$ cat src/rtl/battleship_pkg.sv
`default_nettype none
// ============================================================================
// Module      : battleship_pkg
// Description : Shared Battleship types and constants. Holds the 2-bit cell
//               state encoding, the 24-bit RGB palette used by the board
//               renderer, and a helper function that maps a cell state to a
//               colour.
// Revision    : 1.0 - initial release
// ============================================================================
package battleship_pkg;

  typedef logic [1:0] cell_t;

  localparam cell_t AGUA        = 2'b00;
  localparam cell_t BARCO       = 2'b01;
  localparam cell_t ATACA_BARCO = 2'b10;
  localparam cell_t ATACA_AGUA  = 2'b11;

  localparam logic [23:0] c_RGB_BLACK  = 24'h000000;
  localparam logic [23:0] c_RGB_BG     = 24'h202020;
  localparam logic [23:0] c_RGB_WATER  = 24'h0040C0;
  localparam logic [23:0] c_RGB_SHIP   = 24'h808080;
  localparam logic [23:0] c_RGB_HIT    = 24'hFF0000;
  localparam logic [23:0] c_RGB_MISS   = 24'hFFFFFF;
  localparam logic [23:0] c_RGB_CURSOR = 24'hFFFF00;

  // i_hide_ship draws an intact ship as open water (opponent's board).
  function automatic logic [23:0] f_cell_rgb(input cell_t i_cell, input logic i_hide_ship);
    logic [23:0] w_rgb;
    w_rgb = c_RGB_WATER;
    case (i_cell)
      AGUA:        w_rgb = c_RGB_WATER;
      BARCO:       w_rgb = i_hide_ship ? c_RGB_WATER : c_RGB_SHIP;
      ATACA_BARCO: w_rgb = c_RGB_HIT;
      ATACA_AGUA:  w_rgb = c_RGB_MISS;
    endcase
    return w_rgb;
  endfunction

endpackage
`default_nettype wire

$ cat src/rtl/cell_locator.sv
`default_nettype none
// ============================================================================
// Module      : cell_locator
// Description : One-axis board locator. On an enabled load it starts a
//               5-cell span at sub=0/idx=0; afterwards each enable advances
//               sub, wrapping at CELL_SIZE-1 into the next idx. The span ends
//               (in_range drops) after the last pixel of cell 4.
// Ports       : clk, rst (async, active-low)
//               i_en       - advance/load qualifier
//               i_load     - start a new span (wins over advance)
//               i_clr      - force in_range low (wins over load)
//               o_sub      - offset inside the current cell
//               o_idx      - cell index 0..4
//               o_in_range - 1 while inside the 5-cell span
// Revision    : 1.0 - initial release
// ============================================================================
module cell_locator #(
  parameter int CELL_SIZE = 40,
  parameter int SUB_W     = $clog2(CELL_SIZE)
) (
  input  logic             clk,
  input  logic             rst,
  input  logic             i_en,
  input  logic             i_load,
  input  logic             i_clr,
  output logic [SUB_W-1:0] o_sub,
  output logic [2:0]       o_idx,
  output logic             o_in_range
);

  localparam logic [SUB_W-1:0] c_SUB_LAST = SUB_W'(CELL_SIZE - 1);
  localparam logic [2:0]       c_IDX_LAST = 3'd4;

  logic [SUB_W-1:0] r_sub;
  logic [2:0]       r_idx;
  logic             r_in_range;

  always_ff @(posedge clk or negedge rst) begin
    if (!rst) begin
      r_sub      <= '0;
      r_idx      <= '0;
      r_in_range <= 1'b0;
    end else if (i_en) begin
      if (i_load) begin
        r_sub      <= '0;
        r_idx      <= '0;
        r_in_range <= 1'b1;
      end else if (r_in_range) begin
        if (r_sub == c_SUB_LAST) begin
          r_sub <= '0;
          if (r_idx == c_IDX_LAST) begin
            // Past the last cell: park the index so it never exceeds 4.
            r_idx      <= '0;
            r_in_range <= 1'b0;
          end else begin
            r_idx <= r_idx + 3'd1;
          end
        end else begin
          r_sub <= r_sub + 1'b1;
        end
      end
      if (i_clr) begin
        r_in_range <= 1'b0;
      end
    end
  end

  assign o_sub      = r_sub;
  assign o_idx      = r_idx;
  assign o_in_range = r_in_range;

endmodule
`default_nettype wire

$ cat src/rtl/board_renderer.sv
`default_nettype none
// ============================================================================
// Module      : board_renderer
// Description : Pixel stage for the Battleship board. Two pix_en-qualified
//               pipeline stages: stage 1 locates the pixel on the player or
//               PC board (cell row/col and in-cell offset) and delays the
//               timing signals; stage 2 picks the colour (grid, cursor, cell
//               state) and delays the syncs once more, giving a 2-tick
//               latency on both RGB and sync.
// Ports       : clk, rst (async, active-low), pix_en
//               x, y, video_on, hsync_i, vsync_i  - sync generator timing
//               tablero_jugador, tablero_pc       - 5x5 cell states [row][col]
//               i_actual, j_actual, cursor_on_pc  - cursor row/col/board
//               red, green, blue                  - pixel colour
//               hsync_o, vsync_o                  - syncs aligned to colour
// Options     : BOARD_RENDERER_REVEAL_PC_EN - show PC ships in gray.
// Revision    : 1.0 - initial release
// ============================================================================
module board_renderer
  import battleship_pkg::*;
#(
  parameter int CELL_SIZE = 40,
  parameter int GRID_W    = 2,
  parameter int P_X0      = 40,
  parameter int PC_X0     = 400,
  parameter int BOARD_Y0  = 140
) (
  input  logic                 clk,
  input  logic                 rst,
  input  logic                 pix_en,
  input  logic [9:0]           x,
  input  logic [9:0]           y,
  input  logic                 video_on,
  input  logic                 hsync_i,
  input  logic                 vsync_i,
  input  cell_t [4:0][4:0]     tablero_jugador,
  input  cell_t [4:0][4:0]     tablero_pc,
  input  logic [2:0]           i_actual,
  input  logic [2:0]           j_actual,
  input  logic                 cursor_on_pc,
  output logic [7:0]           red,
  output logic [7:0]           green,
  output logic [7:0]           blue,
  output logic                 hsync_o,
  output logic                 vsync_o
);

  localparam int                 c_SUB_W    = $clog2(CELL_SIZE);
  localparam logic [9:0]         c_P_X0     = 10'(P_X0);
  localparam logic [9:0]         c_PC_X0    = 10'(PC_X0);
  localparam logic [9:0]         c_BOARD_Y0 = 10'(BOARD_Y0);
  localparam logic [c_SUB_W-1:0] c_GRID     = c_SUB_W'(GRID_W);
  // Cursor frame occupies the right/bottom band of the cell.
  localparam logic [c_SUB_W-1:0] c_CUR_EDGE = c_SUB_W'(CELL_SIZE - GRID_W - 2);

`ifdef BOARD_RENDERER_REVEAL_PC_EN
  localparam logic c_HIDE_PC_SHIPS = 1'b0;
`else
  localparam logic c_HIDE_PC_SHIPS = 1'b1;
`endif

  if ((P_X0 + 5 * CELL_SIZE > PC_X0) || (PC_X0 + 5 * CELL_SIZE > 640)) begin : g_cfg_check
    $error("board_renderer: boards overlap or exceed the 640-pixel active width");
  end

  // --------------------------------------------------------------------------
  // Stage 1: locators and timing delay
  // --------------------------------------------------------------------------
  logic               w_x_load_player;
  logic               w_x_load_pc;
  logic               w_y_en;
  logic [c_SUB_W-1:0] w_subx;
  logic [c_SUB_W-1:0] w_suby;
  logic [2:0]         w_col;
  logic [2:0]         w_row;
  logic               w_in_x;
  logic               w_in_y;

  assign w_x_load_player = (x == c_P_X0);
  assign w_x_load_pc     = (x == c_PC_X0);
  // Vertical state moves once per line so it is stable across the line.
  assign w_y_en          = pix_en && (x == 10'd0);

  cell_locator #(
    .CELL_SIZE (CELL_SIZE),
    .SUB_W     (c_SUB_W)
  ) u_loc_x (
    .clk        (clk),
    .rst        (rst),
    .i_en       (pix_en),
    .i_load     (w_x_load_player || w_x_load_pc),
    .i_clr      (1'b0),
    .o_sub      (w_subx),
    .o_idx      (w_col),
    .o_in_range (w_in_x)
  );

  cell_locator #(
    .CELL_SIZE (CELL_SIZE),
    .SUB_W     (c_SUB_W)
  ) u_loc_y (
    .clk        (clk),
    .rst        (rst),
    .i_en       (w_y_en),
    .i_load     (y == c_BOARD_Y0),
    .i_clr      (y == 10'd0),
    .o_sub      (w_suby),
    .o_idx      (w_row),
    .o_in_range (w_in_y)
  );

  logic r_sel_pc;
  logic r_video_d;
  logic r_hsync_d;
  logic r_vsync_d;

  always_ff @(posedge clk or negedge rst) begin
    if (!rst) begin
      r_sel_pc  <= 1'b0;
      r_video_d <= 1'b0;
      r_hsync_d <= 1'b0;
      r_vsync_d <= 1'b0;
    end else if (pix_en) begin
      if (w_x_load_player) begin
        r_sel_pc <= 1'b0;
      end else if (w_x_load_pc) begin
        r_sel_pc <= 1'b1;
      end
      r_video_d <= video_on;
      r_hsync_d <= hsync_i;
      r_vsync_d <= vsync_i;
    end
  end

  // --------------------------------------------------------------------------
  // Stage 2: colour selection (board contents sampled live here)
  // --------------------------------------------------------------------------
  cell_t       w_cell;
  logic        w_cursor_cell;
  logic [23:0] w_rgb;

  always_comb begin
    w_cell        = r_sel_pc ? tablero_pc[w_row][w_col] : tablero_jugador[w_row][w_col];
    w_cursor_cell = (w_row == i_actual) && (w_col == j_actual) && (r_sel_pc == cursor_on_pc);
    w_rgb         = c_RGB_BLACK;
    if (!r_video_d) begin
      w_rgb = c_RGB_BLACK;
    end else if (!(w_in_x && w_in_y)) begin
      w_rgb = c_RGB_BG;
    end else if ((w_subx < c_GRID) || (w_suby < c_GRID)) begin
      w_rgb = c_RGB_BLACK;
    end else if (w_cursor_cell && ((w_subx >= c_CUR_EDGE) || (w_suby >= c_CUR_EDGE))) begin
      w_rgb = c_RGB_CURSOR;
    end else begin
      w_rgb = f_cell_rgb(w_cell, r_sel_pc && c_HIDE_PC_SHIPS);
    end
  end

  logic [23:0] r_rgb;
  logic        r_hsync_q;
  logic        r_vsync_q;

  always_ff @(posedge clk or negedge rst) begin
    if (!rst) begin
      r_rgb     <= c_RGB_BLACK;
      r_hsync_q <= 1'b1;
      r_vsync_q <= 1'b1;
    end else if (pix_en) begin
      r_rgb     <= w_rgb;
      r_hsync_q <= r_hsync_d;
      r_vsync_q <= r_vsync_d;
    end
  end

  assign red     = r_rgb[23:16];
  assign green   = r_rgb[15:8];
  assign blue    = r_rgb[7:0];
  assign hsync_o = r_hsync_q;
  assign vsync_o = r_vsync_q;

endmodule
`default_nettype wire

$ cat config.mk
export PLATFORM = sky130hd
export DESIGN_NAME = board_renderer
export DESIGN_NICKNAME = d
export VERILOG_FILES = /design/src/rtl/battleship_pkg.sv /design/src/rtl/cell_locator.sv /design/src/rtl/board_renderer.sv
export SDC_FILE = /design/constraint.sdc
export NUM_CORES = 1
export LEC_CHECK = 0
export ABC_AREA = 0
export CORE_MARGIN = 2
export CORE_UTILIZATION = 35
export DETAILED_ROUTE_END_ITERATION = 10
export GPL_TIMING_DRIVEN = 0
export HOLD_SLACK_MARGIN = 0.12
export PLACE_DENSITY = 0.7
export SLEW_MARGIN = 5
export SYNTH_ARGS = -nofsm -noshare
export SYNTH_HDL_FRONTEND = slang
export SYNTH_HIERARCHICAL = 1
export SYNTH_SLANG_ARGS = --single-unit
$ cat constraint.sdc
create_clock -name clk -period 2.5 [get_ports clk]
set_input_delay 0.375 -clock clk [delete_from_list [all_inputs] [get_ports clk]]
set_output_delay 0.375 -clock clk [all_outputs]
set_load 0.01 [all_outputs]
==> impl_metrics.yaml, run 1 <==
routing:
  drtAntennaViolNets: 0
  post_drt_wl_per_cell_um: 17.2
  drc: 0
  first_pass_iters: 5
  wl_um: 11400
  drt_first_iter_violations: 127
  vias: 3567
  routed_via_density: 5.37
clock_network:
  clk_latency_ns: 0.29
  htreeDepth: 2
  cts_root_buf: "clkbuf_8"
  cts_buffers: 5
  tritoncts: "yes"
  clk_pin_slew_ns: 0.08
  clock_sinks: 37
  clock_path_buffers: 2
timing:
  whs_ns: 0.176
  tightest_slew_ns: 0.822
  setup_ws_ns: 0.0983
  hold_violations: 0
  max_slew_margin_pct: 45.2
  fin_worst_skew_ns: 0.00681
  fmax_mhz: 416
  period_share_pct: 96.1
  setup_viol: 0
  period_needed_ns: 2.40
  slew_violations: 0
power:
  p_int_mw: 1.26
  clkPwrFrac_pct: 30.7
  peakVddDrop_mv: 0.215
  p_per_area_nw_per_um2: 314
  power_frac_seq_pct: 40.8
  combPwrFrac_pct: 28.5
  p_leak_nw: 2.21
  finalPower_mw: 1.69
  p_sw_share_pct: 25.5
  p_switching_mw: 0.430
critical_path:
  crit_path_max_incr_delay_ns: 0.55
  cp.required_ns: 2.68
  crit_type: "input port to flop"
  cp_num_cells: 7
  worstSetupEndpointType: "flop"
  critPathMaxFanout: 5
  worst-path-buf-inv: 1
  critPathMostFrequentCell: "or4_1"
  crit_arrival_ns: 2.59
  start_kind: "input port"
  reg2reg_depth: 7
  crit_slowest_cell: "or4_1"
  path_delay_family: "simple AND/OR/NAND/NOR gates"
  cp_cell_sequence: "clkdlybuf4s50_1 -> or4_1 -> nor2_1 -> and3_1 -> o21ai_1 -> or4_1 -> o311ai_1"
placed_design:
  gp_congestion: 0.916
  port-buffer-count: 158
  dp_hpwl_um: 9180
  placed_area_um2: 5120
  place_ws_ns: -0.324
  post-place-cells: 645
synthesis:
  yosysTopAreaCell: "dfrtp_1"
  synth_edf_count: 0
  yosys_warnings: 6
  synthFlopType: "dfrtp_1"
  yosysUniqueCellTypes: 68
  yosys-top-cells-area: "dfrtp_1, mux4_2, mux2i_1"
  synthArstFlopShare_pct: 100
  synth_common_cells: "dfrtp_1, nand2_1, inv_1, nor2_1, mux2i_1"
  synth_area_um2: 3380
  synth_top_area_share_pct: 25.9
  ys_ff_latch: 37
  synth.yosys.seq_area_share_pct: 27.5
  syn_inst: 357
  syn_avg_cell_area_um2: 9.46
  synth.most_common_cell: "dfrtp_1"
global_routing:
  grt_pass1_vias: 3571
  grt_max_degree: 38
  grt_overflow_total: 0
  antenna_found_initial: 0
  grtUsageTotal_pct: 21.7
  grt_pass1_wl_um: 17900
floorplanning:
  coreArea_um2: 9280
  dieHeight_um: 102
  die_w_um: 102
  num_rows: 35
  die_area_um2: 10500
  start_util_pct: 36.4
  ios: 159
cells_and_area:
  area_delta_synth_final_pct: 59.2
  nets: 673
  drive_gt1_share_pct: 17.6
  finalInstanceArea_um2: 5380
  instances_no_fill: 664
  diodes: 0
flow_run:
  drv_cap: 0
hold_path:
  hp-class: "input port to asynchronous set/reset pin"
outcome:
  outcome: "finished, final reports clean"
state kept, by name (all words and copies together), names as in the netlist:
register,cells
u_loc_y/o_sub,6
r_hsync_d,1
r_rgb,11
r_vsync_d,1
hsync_o,1
r_video_d,1
u_loc_x/o_in_range,1
r_sel_pc,1
vsync_o,1
u_loc_x/o_sub,6
u_loc_x/o_idx,3
u_loc_y/o_in_range,1
u_loc_y/o_idx,3
area by class of cell:
cell class	instances	area, um^2
Buffer	32	245
Clock buffer	5	68.8
Clock inverter	3	46.3
Fill cell	837	3910
Inverter	18	67.6
Multi-Input combinational cell	271	2200
Sequential cell	37	931
Tap cell	129	161
Timing Repair Buffer	169	1660
metal layers:
metal | up-vias | routed length [um] | track usage, % | part of all wire (%)
li1 | 1700 | - | - | -
met1 | 1752 | 4940 | 27.9 | 43
met2 | 107 | 5750 | 39.8 | 50
met3 | 8 | 628 | 3.08 | 5.5
met4 | 0 | 71 | 2.97 | 0.62
met5 | - | 0 | 0 | 0
metrics by stage:
| step | TNS, ns | util [%] |
|---|---|---|
| after floorplan | 0 | - |
| after global placement | -4.81 | 55.2 |
| after detailed placement | -5.21 | 55.1 |
| after CTS | 0 | 56.5 |
| after global routing | -0.202 | 57.9 |
| final | 0 | 57.9 |
worst reg2reg max path, stage by stage (launching register included):
cell	delay (ns)
dfrtp_1	0.40
buf_6	0.16
mux4_1	0.56
mux2_2	0.31
and3_1	0.22
nor4b_4	0.32
nand2b_4	0.21
o311ai_2	0.09
worst paths after layout:
path / start / to / slack [ns]
max: x[6] / u_loc_y/o_idx[0] / 0.1
min: rst / r_hsync_d / 0.18
max reg2reg: u_loc_y/o_idx[1] / r_rgb[5] / 0.11
min reg2reg: r_rgb[15] / r_rgb[15] / 0.51
max in group asynchronous: rst / u_loc_y/o_idx[0] / 1.75
min in group clk: r_rgb[15] / r_rgb[15] / 0.51
repair_timing:
item	4_1_cts	5_1_grt
hold buffers	0	0
pin swaps	1	4
resized for setup	2	18
setup buffers	1	10
endpoints found under the hold margin	0	0
setup endpoints to repair	10	23
power by group through the flow:
stage | Clock [mW] | Sequential (mW) | Combinational, mW
2_1_floorplan | 0 | 0.700 | 0.168
3_3_place_gp | 0 | 0.698 | 0.463
5_1_grt | 0.558 | 0.699 | 0.520
4_1_cts | 0.534 | 0.688 | 0.477
6_report | 0.518 | 0.689 | 0.481
3_5_place_dp | 0 | 0.699 | 0.476
layout by cell type (no fill, tap or decap), drive strengths merged, types with 3 or more instances in the layout:
cell,Yosys,layout
a211oi,4,4
a21oi,8,8
buf,26,35
or4,7,7
and3,3,3
ha,6,6
nand4,3,3
nand3,14,14
o22ai,3,3
o31ai,3,3
inv,18,18
a22oi,7,7
nand3b,3,3
clkdlybuf4s50,0,157
o211ai,4,4
nor4,3,3
nor3b,4,4
nor3,9,9
o311ai,11,11
dfrtp,35,35
nand2b,7,7
nand2,34,34
nor2b,12,12
mux2i,16,16
mux4,14,14
xor2,4,4
or3,5,5
xnor2,3,3
clkbuf,6,14
mux2,13,13
or2,3,3
nor2,18,18
o21ai,14,14
o41ai,4,4
cells by family after synthesis:
| logic type | count (synthesis) | share of synthesized area, % |
|---|---|---|
| AO/OA/AOI/OAI | 76 | 17.9 |
| XOR/XNOR | 7 | 1.81 |
| adder cells (fa/ha/maj) | 6 | 2.22 |
| buffers and inverters | 50 | 8.56 |
| flip-flops | 37 | 27.5 |
| multiplexers | 43 | 18.9 |
| other | 1 | 0.111 |
| AND/OR/NAND/NOR | 137 | 23.1 |
Note: power is estimated with default switching activity, not from simulation.
==> run 2: changes to the inputs <==
--- a/config.mk
+++ b/config.mk
@@ -8,11 +8,11 @@
 export ABC_AREA = 0
 export CORE_MARGIN = 2
 export CORE_UTILIZATION = 35
+export CTS_CLUSTER_SIZE = 10
 export DETAILED_ROUTE_END_ITERATION = 10
 export GPL_TIMING_DRIVEN = 0
 export HOLD_SLACK_MARGIN = 0.12
 export PLACE_DENSITY = 0.7
-export SLEW_MARGIN = 5
 export SYNTH_ARGS = -nofsm -noshare
 export SYNTH_HDL_FRONTEND = slang
 export SYNTH_HIERARCHICAL = 1
==> results of run 2 <==
Same layout as run 1: the final DEF is identical, and so are final timing and power.
